### src/rtl/imem_load_arb.sv
// Two-requester arbiter that streams a program into instruction memory, waits for the
// memory to replay it, and reports completion with an error flag.
module imem_load_arb #(
  parameter int INST_WIDTH    = 32,
  parameter int IM_ADDR_WIDTH = 5,
  parameter int TMO           = 64
) (
  input  logic                   clk,
  input  logic                   rst,
  input  logic                   req0,
  input  logic                   req1,
  input  logic [IM_ADDR_WIDTH:0] len0,
  input  logic [IM_ADDR_WIDTH:0] len1,
  input  logic                   valid0,
  input  logic                   valid1,
  input  logic [INST_WIDTH-1:0]  data0,
  input  logic [INST_WIDTH-1:0]  data1,
  output logic                   ready0,
  output logic                   ready1,
  output logic                   gnt0,
  output logic                   gnt1,
  output logic                   done0,
  output logic                   done1,
  output logic                   err0,
  output logic                   err1,
  output logic                   inst_v,
  output logic [INST_WIDTH-1:0]  inst_in,
  input  logic                   inst_out_v,
  output logic                   busy
);

  localparam int CW = IM_ADDR_WIDTH + 1;
  localparam int TW = $clog2(TMO + 1);
  localparam logic [CW-1:0] MaxLen = {1'b1, {IM_ADDR_WIDTH{1'b0}}};

  typedef enum logic [2:0] {IDLE, LOAD, WAIT_RPL, REPLAY, DONE} state_t;

  state_t                state_q, state_d;
  logic                  owner_q, owner_d;
  logic                  ptr_q, ptr_d;
  logic                  err_q, err_d;
  logic [CW-1:0]         len_q, len_d;
  logic [CW-1:0]         wcnt_q, wcnt_d;
  logic [CW-1:0]         rcnt_q, rcnt_d;
  logic [TW-1:0]         tcnt_q, tcnt_d;
  logic                  inst_v_q, inst_v_d;
  logic [INST_WIDTH-1:0] inst_in_q, inst_in_d;

  logic                  grantSel;
  logic [CW-1:0]         grantLen;
  logic                  lenBad;
  logic                  ownValid;
  logic [INST_WIDTH-1:0] ownData;
  logic [CW-1:0]         wcntInc;
  logic [CW-1:0]         rcntInc;

  always_ff @(posedge clk) begin
    if (rst) begin
      state_q   <= IDLE;
      owner_q   <= 1'b0;
      ptr_q     <= 1'b0;
      err_q     <= 1'b0;
      len_q     <= '0;
      wcnt_q    <= '0;
      rcnt_q    <= '0;
      tcnt_q    <= '0;
      inst_v_q  <= 1'b0;
      inst_in_q <= '0;
    end else begin
      state_q   <= state_d;
      owner_q   <= owner_d;
      ptr_q     <= ptr_d;
      err_q     <= err_d;
      len_q     <= len_d;
      wcnt_q    <= wcnt_d;
      rcnt_q    <= rcnt_d;
      tcnt_q    <= tcnt_d;
      inst_v_q  <= inst_v_d;
      inst_in_q <= inst_in_d;
    end
  end

  // On a tie the pointer picks; otherwise whichever requester is asking wins.
  assign grantSel = req1 && (!req0 || ptr_q);
  assign grantLen = grantSel ? len1 : len0;
  assign lenBad   = (grantLen == '0) || (grantLen > MaxLen);
  assign ownValid = owner_q ? valid1 : valid0;
  assign ownData  = owner_q ? data1 : data0;
  assign wcntInc  = (wcnt_q == '1) ? wcnt_q : wcnt_q + CW'(1);
  assign rcntInc  = (rcnt_q == '1) ? rcnt_q : rcnt_q + CW'(1);

  always_comb begin
    state_d   = state_q;
    owner_d   = owner_q;
    ptr_d     = ptr_q;
    err_d     = err_q;
    len_d     = len_q;
    wcnt_d    = wcnt_q;
    rcnt_d    = rcnt_q;
    tcnt_d    = tcnt_q;
    inst_v_d  = 1'b0;
    inst_in_d = inst_in_q;
    case (state_q)
      IDLE: begin
        if (req0 || req1) begin
          owner_d = grantSel;
          len_d   = grantLen;
          wcnt_d  = '0;
          rcnt_d  = '0;
          tcnt_d  = '0;
          err_d   = lenBad;
          state_d = lenBad ? DONE : LOAD;
        end
      end
      LOAD: begin
        if (ownValid && (wcnt_q < len_q)) begin
          inst_v_d  = 1'b1;
          inst_in_d = ownData;
          wcnt_d    = wcntInc;
          if (wcntInc >= len_q) state_d = WAIT_RPL;
        end else if (wcnt_q != '0) begin
          // The memory sizes its replay from the inst_v run, so a gap ends the burst.
          err_d   = 1'b1;
          state_d = WAIT_RPL;
        end
      end
      WAIT_RPL: begin
        if (inst_out_v) begin
          rcnt_d  = rcntInc;
          state_d = REPLAY;
        end else if (tcnt_q == TW'(TMO - 1)) begin
          err_d   = 1'b1;
          state_d = DONE;
        end else begin
          tcnt_d = tcnt_q + TW'(1);
        end
      end
      REPLAY: begin
        if (inst_out_v) begin
          rcnt_d = rcntInc;
        end else begin
          if (rcnt_q != wcnt_q) err_d = 1'b1;
          state_d = DONE;
        end
      end
      DONE: begin
        ptr_d   = ~owner_q;
        state_d = IDLE;
      end
      default: state_d = IDLE;
    endcase
  end

  always_comb begin
    busy    = (state_q != IDLE);
    gnt0    = busy && !owner_q;
    gnt1    = busy && owner_q;
    ready0  = 1'b0;
    ready1  = 1'b0;
    done0   = 1'b0;
    done1   = 1'b0;
    err0    = 1'b0;
    err1    = 1'b0;
    inst_v  = inst_v_q;
    inst_in = inst_in_q;
    if ((state_q == LOAD) && (wcnt_q < len_q)) begin
      ready0 = !owner_q;
      ready1 = owner_q;
    end
    if (state_q == DONE) begin
      done0 = !owner_q;
      done1 = owner_q;
      err0  = !owner_q && err_q;
      err1  = owner_q && err_q;
    end
  end

endmodule
### config.mk
export PLATFORM = sky130hd
export DESIGN_NAME = imem_load_arb
export DESIGN_NICKNAME = d
export VERILOG_FILES = /design/src/rtl/imem_load_arb.sv
export SDC_FILE = /design/constraint.sdc
export NUM_CORES = 1
export LEC_CHECK = 0
export CORE_ASPECT_RATIO = 2
export CORE_MARGIN = 2
export CORE_UTILIZATION = 49
export DETAILED_ROUTE_END_ITERATION = 10
export GPL_TIMING_DRIVEN = 0
export PLACE_DENSITY = 0.95
export SYNTH_ARGS = -nofsm -noshare
export SYNTH_HDL_FRONTEND = slang
export SYNTH_SLANG_ARGS = --single-unit
### constraint.sdc
create_clock -name clk -period 4.5 [get_ports clk]
set_input_delay 0.9 -clock clk [delete_from_list [all_inputs] [get_ports clk]]
set_output_delay 0.9 -clock clk [all_outputs]
set_load 0.005 [all_outputs]
== Word-level counts from Yosys, hierarchy flattened ==
Cells that the tools add are included.
Widths: inputs -> output; s select.

* Add/subtract/negate cells: 3
* Equality and inequality tests: 22
* Bitwise logic cells: 2
* Reduce and logical (&&, ||, !) cells: 29
* Order comparisons: 3
* Mux-type cells: 38

{| class="wikitable"
|+ Operator list
! kind !! count
|-
| $mux 6 || 6
|-
| $mux 32 || 1
|-
| $mux 3 || 8
|-
| $pmux 6 s2 || 2
|-
| $mux 7 || 3
|-
| $ne 2x2->1 const B || 10
|-
| $mux 1 || 15
|-
| $pmux 7 s2 || 1
|-
| $add 6x1->6 const B || 2
|-
| $eq 6x6->1 const B || 2
|-
| $pmux 3 s4 || 1
|-
| $ne 3x3->1 const B || 3
|-
| $reduce_and 4->1 || 2
|-
| $reduce_and 8->1 || 1
|-
| $add 7x1->7 const B || 1
|-
| $eq 7x6->1 const B || 1
|-
| $logic_and 1x1->1 || 7
|-
| $eq 3x2->1 const B || 2
|-
| $ge 6x6->1 || 1
|-
| $gt 6x6->1 const B || 1
|-
| $logic_not 6->1 || 1
|-
| $lt 6x6->1 || 1
|-
| $ne 6x6->1 || 1
|-
| $reduce_bool 2->1 || 3
|-
| other kinds (15) || 21
|}

* Register bits after elaboration: 64
* Output and inout bits: 42
* Word-level logic and storage cells: 107
* Input bits: 83

== Depth between registers and ports, before layout ==
Gate-level depths: netlist of run 1.

* Word-level depth: 9
* Depth in mapped cells: 11
* Gate-level depth less buffers: 11

== Worst setup path before layout of run 1 ==
OpenSTA, ideal clock, no wires.

* Kind: register to register
* Start: register wcnt_q[0]
* End: register state_q[1]
* Buffers on the path: 0
* Required time: 4.378 ns
* Setup time: 0.122 ns
* Period minus slack after synthesis: 2.521 ns
* Data arrival time: 2.398 ns
* Cell stages (with the launch flop): 12
* Slack: 1.979 ns
* Cells stage by stage: dfxtp_1 > ha_1 > and2_1 > nand4_1 > xnor2_1 > ha_1 > nand2b_1 > a211oi_1 > o21ai_1 > mux2i_1 > nor3_1 > o2bb2a_1

* Cells in the longest elaborated chain, start to end: 5
* Elaborated cells between the ends (all ways): 12
* Those cells by class: 1 x add/sub; 2 x order compare; 3 x eq/ne; 3 x mux; 3 x reduce/logical

{| class="wikitable"
|+ RTL lines
! what !! RTL line !! RTL
|-
| start: declaration || 43 || <nowiki>logic [CW-1:0] wcnt_q, wcnt_d;</nowiki>
|-
| start signal: assignment || 75 || <nowiki>wcnt_q <= wcnt_d;</nowiki>
|-
| $add 6x1->6 / $eq 6x6->1 (equally long branches) || 89 || <nowiki>assign wcntInc = (wcnt_q == '1) ? wcnt_q : wcnt_q + CW'(1);</nowiki>
|-
| $mux 6 || 89 ||
|-
| $ge 6x6->1 || 120 || <nowiki>if (wcntInc >= len_q) state_d = WAIT_RPL;</nowiki>
|-
| $ne 3x3->1 (no line) || - ||
|-
| $reduce_and 5->1 (no line) || - ||
|-
| end signal: assignment || 70 || <nowiki>state_q <= state_d;</nowiki>
|-
| end: declaration || 38 || <nowiki>state_t state_q, state_d;</nowiki>
|}

Several ways; a longest one is shown, not always the timed one.
A chain may end at the register's enable or synchronous reset.

== Worst setup path in the final report of run 1 ==
* Start: register wcnt_q[5]
* End: output port ready1

* Cells in the longest elaborated chain, start to end: 3

{| class="wikitable"
|+ RTL lines
! what !! RTL line !! RTL
|-
| $lt 6x6->1 || 166 || <nowiki>if ((state_q == LOAD) && (wcnt_q < len_q)) begin</nowiki>
|-
| $logic_and 1x1->1 || 166 ||
|-
| $mux 1 || 166 ||
|-
| end: declaration || 19 || <nowiki>output logic ready1,</nowiki>
|}

No other way between the ends.

==> summary.txt, run 1 <==
Run status
  • Status: finished, final reports clean

GRT
  • Number of antenna violations at the first check in global routing: 0
  • Pin count of the biggest net entering global routing: 11
  • Congestion Overflow GR: 0
  • Vias in the first global route: 3991
  • Total Routing Usage GR: 30.86%
  • Global-route wire length before repair: 18470 um

Pwr
  • Worst VDD drop: 0.0003552 V
  • Static leakage: 0.001930 uW
  • Pwr Density: 502.3 nW/um^2

Detailed routing
  • 1st-pass router iterations: 5
  • Total number of vias: 3754
  • Initial DRC count: 224
  • WL final: 11710 um
  • Vias per std cell: 5.912
  • DRC violations left: 0
  • Avg WL per Cell: 18.45 um
  • Antenna viol nets, final: 0

Setup path
  • Worst Setup Start Kind: flip-flop
  • Worst Path Arrival: 2.44 ns
  • RR Startpoint: wcnt_q[0]
  • Reg2Reg Setup Slack: 1.37 ns
  • Crit path capture type: output port
  • Crit Path Category: reg2out
  • Crit path from: wcnt_q[5]
  • R2r worst-path depth: 11
  • FF-to-FF End: state_q[1]
  • Worst path required time: 3.60 ns
  • Worst setup endpoint: ready1
  • Max FO, Critical Path: 8

Layout
  • Most frequent cells in the layout: clkdlybuf4s50_1, nor2_1, dfxtp_1
  • Final nets: 638
  • Area grow syn2layout: 47.55%
  • Commonest non-fill, non-tap cell in the layout: clkdlybuf4s50_1
  • Fillers: 476
  • Final instance area: 5132 um^2
  • Antenna cell count: 0
  • Share of cells above drive strength 1: 4.954%
  • Non-filler cells, final: 635

Synthesis
  • Yosys warns: 0
  • Seq/Total Area, Yosys: 36.83%
  • Post-synth top area share: 36.83%
  • Synth cell types: 44
  • Synthesized area: 3478 um^2
  • Syn nets: 503
  • Synth area leaders: dfxtp_1, mux2i_1, a211oi_1
  • Mean post-synth cell area: 8.588 um^2
  • Synth Instances: 405
  • Yosys top cell by area: dfxtp_1
  • Post-synthesis async set-or-reset flop share: 0%
  • Main synth FF type: dfxtp_1
  • EDFF count, synth: 0
  • Seq cells post-synth: 64

Min path
  • Hold Crit Class: reg2reg

STA
  • Slew @ Worst Pin: 0.7445 ns
  • Max_slew headroom: 50.03%
  • Hold Violations, Final: 0
  • Crit path time final: 3.337 ns
  • Unrepaired setup endpoints after global routing: false
  • Fin crit share: 74.16%
  • Slew Limit Fails: 0
  • Final Setup Violations: 0
  • Clock Skew: 0.004743 ns
  • TNS Setup: 0 ns
  • Fmax: 299.7 MHz

Place
  • Placer Congestion: 0.9535
  • Placed cells: 619
  • Post-DP HPWL: 8837 um
  • Port buffer count: 124
  • Post-placement cell area: 4832 um^2

Floorplanning
  • Core area: 6887 um^2
  • IO Count: 125
  • Std-Cell Rows: 43
  • Initial core utilization: 50.51%
  • Die Ht: 123.2 um
  • Die width: 63.58 um
  • Die area: 7829 um^2

Clock network
  • Post-cts resize count: 0
  • Hold buffers post-CTS: 0
  • CTS tree: done
  • CTS buffer count: 9
  • H-tree depth: 3
  • Setup bufs post-CTS: 0
  • CTS max path bufs: 2
  • Worst-path clk slew: 0.06 ns
  • Clk Latency, worst-skew pair: 0.33 ns
  • CTS root buffer: clkbuf_16
  • # clock sinks: 64

Flow run
  • MaxCap Viol Count: 0
[routing by layer]
layer | global-route usage (%) | part of all wire [%] | vias to the layer above
li1 | - | - | 1730
met1 | 26.30 | 31 | 1752
met2 | 59.54 | 56 | 217
met3 | 8.462 | 7.1 | 55
met4 | 21.88 | 5.5 | 0
met5 | 0 | 0 | -
[worst max-delay path, stage by stage, from the launching register on]
cell	delay, ns
dfxtp_1	0.51
ha_1	0.34
a21o_1	0.19
a31oi_1	0.13
o21ai_1	0.18
nor3_1	0.19
clkdlybuf4s50_1	0.55
[per-stage QoR]
stage / power [uW] / hold slack, ns / setup WS, ns / util (%)
detailed placement: 1833 / 0.4529 / 1.505 / 70.17
finish: 2578 / 0.4623 / 1.163 / 74.53
global route: 2690 / 0.4779 / 1.041 / 74.53
floorplan: 1379 / 0.4398 / 1.979 / -
global placement: 1782 / 0.4446 / 1.528 / 70.17
CTS: 2555 / 0.4620 / 1.190 / 74.53
[cell families after synthesis]
group	synth area share, %
AO/OA/AOI/OAI	17.30
XOR/XNOR	4.532
adder cells (fa/ha/maj)	5.396
buffers and inverters	4.532
flip-flops	36.83
multiplexers	12.70
AND/OR/NAND/NOR	18.71
[cell type report]
class / instances / area [um^2] / area share (%)
plain buffers: 26 / 108.9 / 2.121
inverters: 13 / 48.80 / 0.9508
well taps: 90 / 112.6 / 2.194
repair buffers: 124 / 1241 / 24.18
flip-flops and latches: 64 / 1281 / 24.96
clock buffers: 13 / 260.3 / 5.071
clock inverters: 3 / 40.04 / 0.7801
multi-input cells: 302 / 2039 / 39.74
[report_power, final]
part / internal (uW) / switching (uW) / leakage (uW) / total, uW
combinational: 496 / 608 / 0.00126 / 1100
sequential: 686 / 80.8 / 0.000520 / 767
clock: 457 / 251 / 0.000150 / 708
[registers in the layout (all words and copies together) (netlist names), 3 cells and up]
name / flops
inst_in: 32
tcnt_q: 7
len_q: 6
rcnt_q: 6
state_q: 3
wcnt_q: 6
[worst min path at each step]
| stage | startpoint | end | cells past startpoint |
|---|---|---|---|
| CTS | tcnt_q[6] | tcnt_q[6] | 1 |
| detailed placement | tcnt_q[6] | tcnt_q[6] | 1 |
| global placement | tcnt_q[6] | tcnt_q[6] | 1 |
| global route | tcnt_q[6] | tcnt_q[6] | 1 |
| finish | tcnt_q[6] | tcnt_q[6] | 1 |
| floorplan | tcnt_q[6] | tcnt_q[6] | 1 |
[synth_stat cells (all sizes together), types with 10 or more instances]
cell	count
nor2	69
o21ai	12
a211oi	41
a21oi	13
buf	10
xor2	12
mux2i	43
clkbuf	16
dfxtp	64
nor3	13
ha	15
nand2	15
inv	13
Power figures use the tool's default switching activity.
==> run 2: changes to the inputs <==
--- a/config.mk
+++ b/config.mk
@@ -7,10 +7,10 @@
 export LEC_CHECK = 0
 export CORE_ASPECT_RATIO = 2
 export CORE_MARGIN = 2
-export CORE_UTILIZATION = 49
+export CORE_UTILIZATION = 45
 export DETAILED_ROUTE_END_ITERATION = 10
 export GPL_TIMING_DRIVEN = 0
-export PLACE_DENSITY = 0.95
+export PLACE_DENSITY = 0.91
 export SYNTH_ARGS = -nofsm -noshare
 export SYNTH_HDL_FRONTEND = slang
 export SYNTH_SLANG_ARGS = --single-unit
==> constraint.sdc (replaced) <==
create_clock -name clk -period 3.3 [get_ports clk]
set_input_delay 0.66 -clock clk [delete_from_list [all_inputs] [get_ports clk]]
set_output_delay 0.66 -clock clk [all_outputs]
set_load 0.005 [all_outputs]
==> run 2 against run 1 <==
  * Via count is 3.2% lower
  * Final cell count is 0.79% higher
  * Count of clock-buffer cells in the layout is 2 lower
  * Combinational power is 33% higher
  * Clock power is 55% higher
  * Largest cell class unchanged
  * Power is 39% higher
  * Sequential power is 36% higher
  * Die area is 8.5% higher
  * Non-clock buffer count is 1 higher
  * Core utilization is 5.7 points lower
  * Wire length is 10% lower
  * Worst hold slack better by 0.0040 ns
==> summary.txt, run 2 (same netlist as run 1, synthesis figures left out) <==
Run status
  • Status: finished, final reports clean

Setup path
  • Crit path depth: 6
  • Top Family by Delay on Critical Path: flip-flops
  • Worst Setup Start Kind: flip-flop
  • Worst path required time: 2.64 ns
  • Slowest stage delay, CP: 0.57 ns
  • Max FO, Critical Path: 8
  • Worst path slowest cell: dfxtp_1
  • Worst Path Arrival: 2.47 ns
  • Crit path buf inv count: 1
  • Crit path capture type: output port
  • Reg2Reg Setup Slack: 0.27 ns
  • Crit Path Category: reg2out
  • R2r worst-path depth: 12
  • Cell Chain, Critical Path: ha_1 -> a21o_1 -> a31oi_1 -> o21ai_1 -> nor3_1 -> clkdlybuf4s50_1

Pwr
  • Internal cell power: 2367 uW
  • Worst VDD drop: 0.0004236 V
  • Power share of the combinational group: 40.6%
  • Power Total: 3595 uW
  • Part of the power in registers: 28.9%
  • Clock power share: 30.6%
  • Switching pwr: 1228 uW
  • Pwr Density: 692.5 nW/um^2
  • Static leakage: 0.001954 uW
  • Sw frac: 34.16%

GRT
  • Vias in the first global route: 3741
  • Top Usage Layer GRT: met2
  • Routing usage on met2: 48.82%
  • Global-route wire length before repair: 16930 um
  • Total Routing Usage GR: 26.01%
  • M1 GR Usage: 24.94%
  • Congestion Overflow GR: 0
  • Met3 usage: 5.507%
  • Number of antenna violations at the first check in global routing: 0
  • Pin count of the biggest net entering global routing: 12

STA
  • Clock Skew: 0.003049 ns
  • Slew Limit Fails: 0
  • Fmax: 319.4 MHz
  • Final Setup Violations: 0
  • Hold Violations, Final: 0
  • Max_slew headroom: 48.30%
  • Setup ws final: 0.1689 ns
  • Crit path time final: 3.131 ns
  • Fin crit share: 94.88%
  • Slew @ Worst Pin: 0.7703 ns
  • Unrepaired setup endpoints after global routing: false
  • TNS Setup: 0 ns

Clock network
  • CTS root buffer: clkbuf_16
  • H-tree depth: 3
  • Clk Latency, worst-skew pair: 0.33 ns
  • Worst-path clk slew: 0.05 ns
  • # clock sinks: 64
  • CTS max path bufs: 2
  • Hold buffers post-CTS: 0
  • CTS buffer count: 9
  • CTS tree: done

Min path
  • Hold path depth: 1
  • Hold Crit Class: reg2reg

Detailed routing
  • 1st-pass router iterations: 5
  • Vias per std cell: 5.677
  • Total number of vias: 3633
  • Initial DRC count: 251
  • DRC violations left: 0
  • Avg WL per Cell: 16.46 um
  • Antenna viol nets, final: 0
  • WL final: 10540 um

Place
  • Place WS: 0.2664 ns
  • Port buffer count: 124
  • Post-DP HPWL: 8168 um
  • Placer Congestion: 0.9372

Floorplanning
  • Std-Cell Rows: 45
  • Initial core utilization: 46.10%
  • Die width: 66.17 um
  • Core area: 7545 um^2
  • Die area: 8491 um^2
  • IO Count: 125
  • Die Ht: 128.3 um

Layout
  • Antenna cell count: 0
  • Reg area: 1281 um^2
  • Area grow syn2layout: 49.24%
  • Share of cells above drive strength 1: 5.311%
  • Max reg flops: 32
  • Area of the multi-input gates: 2039 um^2
  • Final nets: 639
  • Commonest non-fill, non-tap cell in the layout: clkdlybuf4s50_1
  • Fillers: 586
  • Most frequent cells in the layout: clkdlybuf4s50_1, nor2_1, dfxtp_1
  • Layout Utilization: 68.81%

Flow run
  • MaxCap Viol Count: 0
-- run 2: cell count changes in the layout (fill, tap and decap cells not counted), sizes merged --
cell    change
bufinv      +2
clkbuf      -2
buf         +1
-- run 2: final cells by class --
class | count | area share, %
Inverter | 13 | 0.9400
Tap cell | 94 | 2.266
Multi-Input combinational cell | 302 | 39.29
Buffer | 26 | 2.097
Clock inverter | 5 | 2.000
Sequential cell | 64 | 24.68
Timing Repair Buffer | 125 | 24.05
Clock buffer | 11 | 4.676
-- run 2: layer usage --
layer,vias to the layer above,wire length [um],share of wire [%]
met5,-,0,0
met4,0,473,4.5
met3,38,728,6.9
met2,173,5818,55
met1,1691,3515,33
li1,1731,-,-
-- run 2: per-stage QoR --
stage	hold WS [ns]	instances	instance area [um^2]
after CTS	0.4640	639	5184
after floorplan	0.4398	405	3478
after global placement	0.4439	623	4837
after detailed placement	0.4569	623	4837
after global routing	0.4735	640	5191
final	0.4663	640	5191
-- run 2: path summary, 6_finish.rpt --
kind	end	from
max	ready0	wcnt_q[5]
min	tcnt_q[6]	tcnt_q[6]
max reg2reg	state_q[1]	wcnt_q[0]
min reg2reg	tcnt_q[6]	tcnt_q[6]
-- run 2: power by group through the flow --
stage	clock (uW)	sequential [uW]	combinational (uW)
after floorplan	0	1040	841
after global placement	0	1040	1380
after detailed placement	0	1050	1440
after CTS	1100	1040	1450
after global routing	1140	1060	1590
final	1100	1040	1460
-- run 2: repair_timing --
item,CTS,global route
setup buffers,0,1
resized for setup,0,1
setup endpoints to repair,0,1
==> run 3: changes to the inputs <==
--- a/config.mk
+++ b/config.mk
@@ -5,9 +5,11 @@
 export SDC_FILE = /design/constraint.sdc
 export NUM_CORES = 1
 export LEC_CHECK = 0
+export CAP_MARGIN = 20
 export CORE_ASPECT_RATIO = 2
 export CORE_MARGIN = 2
 export CORE_UTILIZATION = 45
+export CTS_CLUSTER_SIZE = 28
 export DETAILED_ROUTE_END_ITERATION = 10
 export GPL_TIMING_DRIVEN = 0
 export PLACE_DENSITY = 0.91
==> results of run 3 <==
No change in the layout: final DEF, timing and power equal those of run 2.
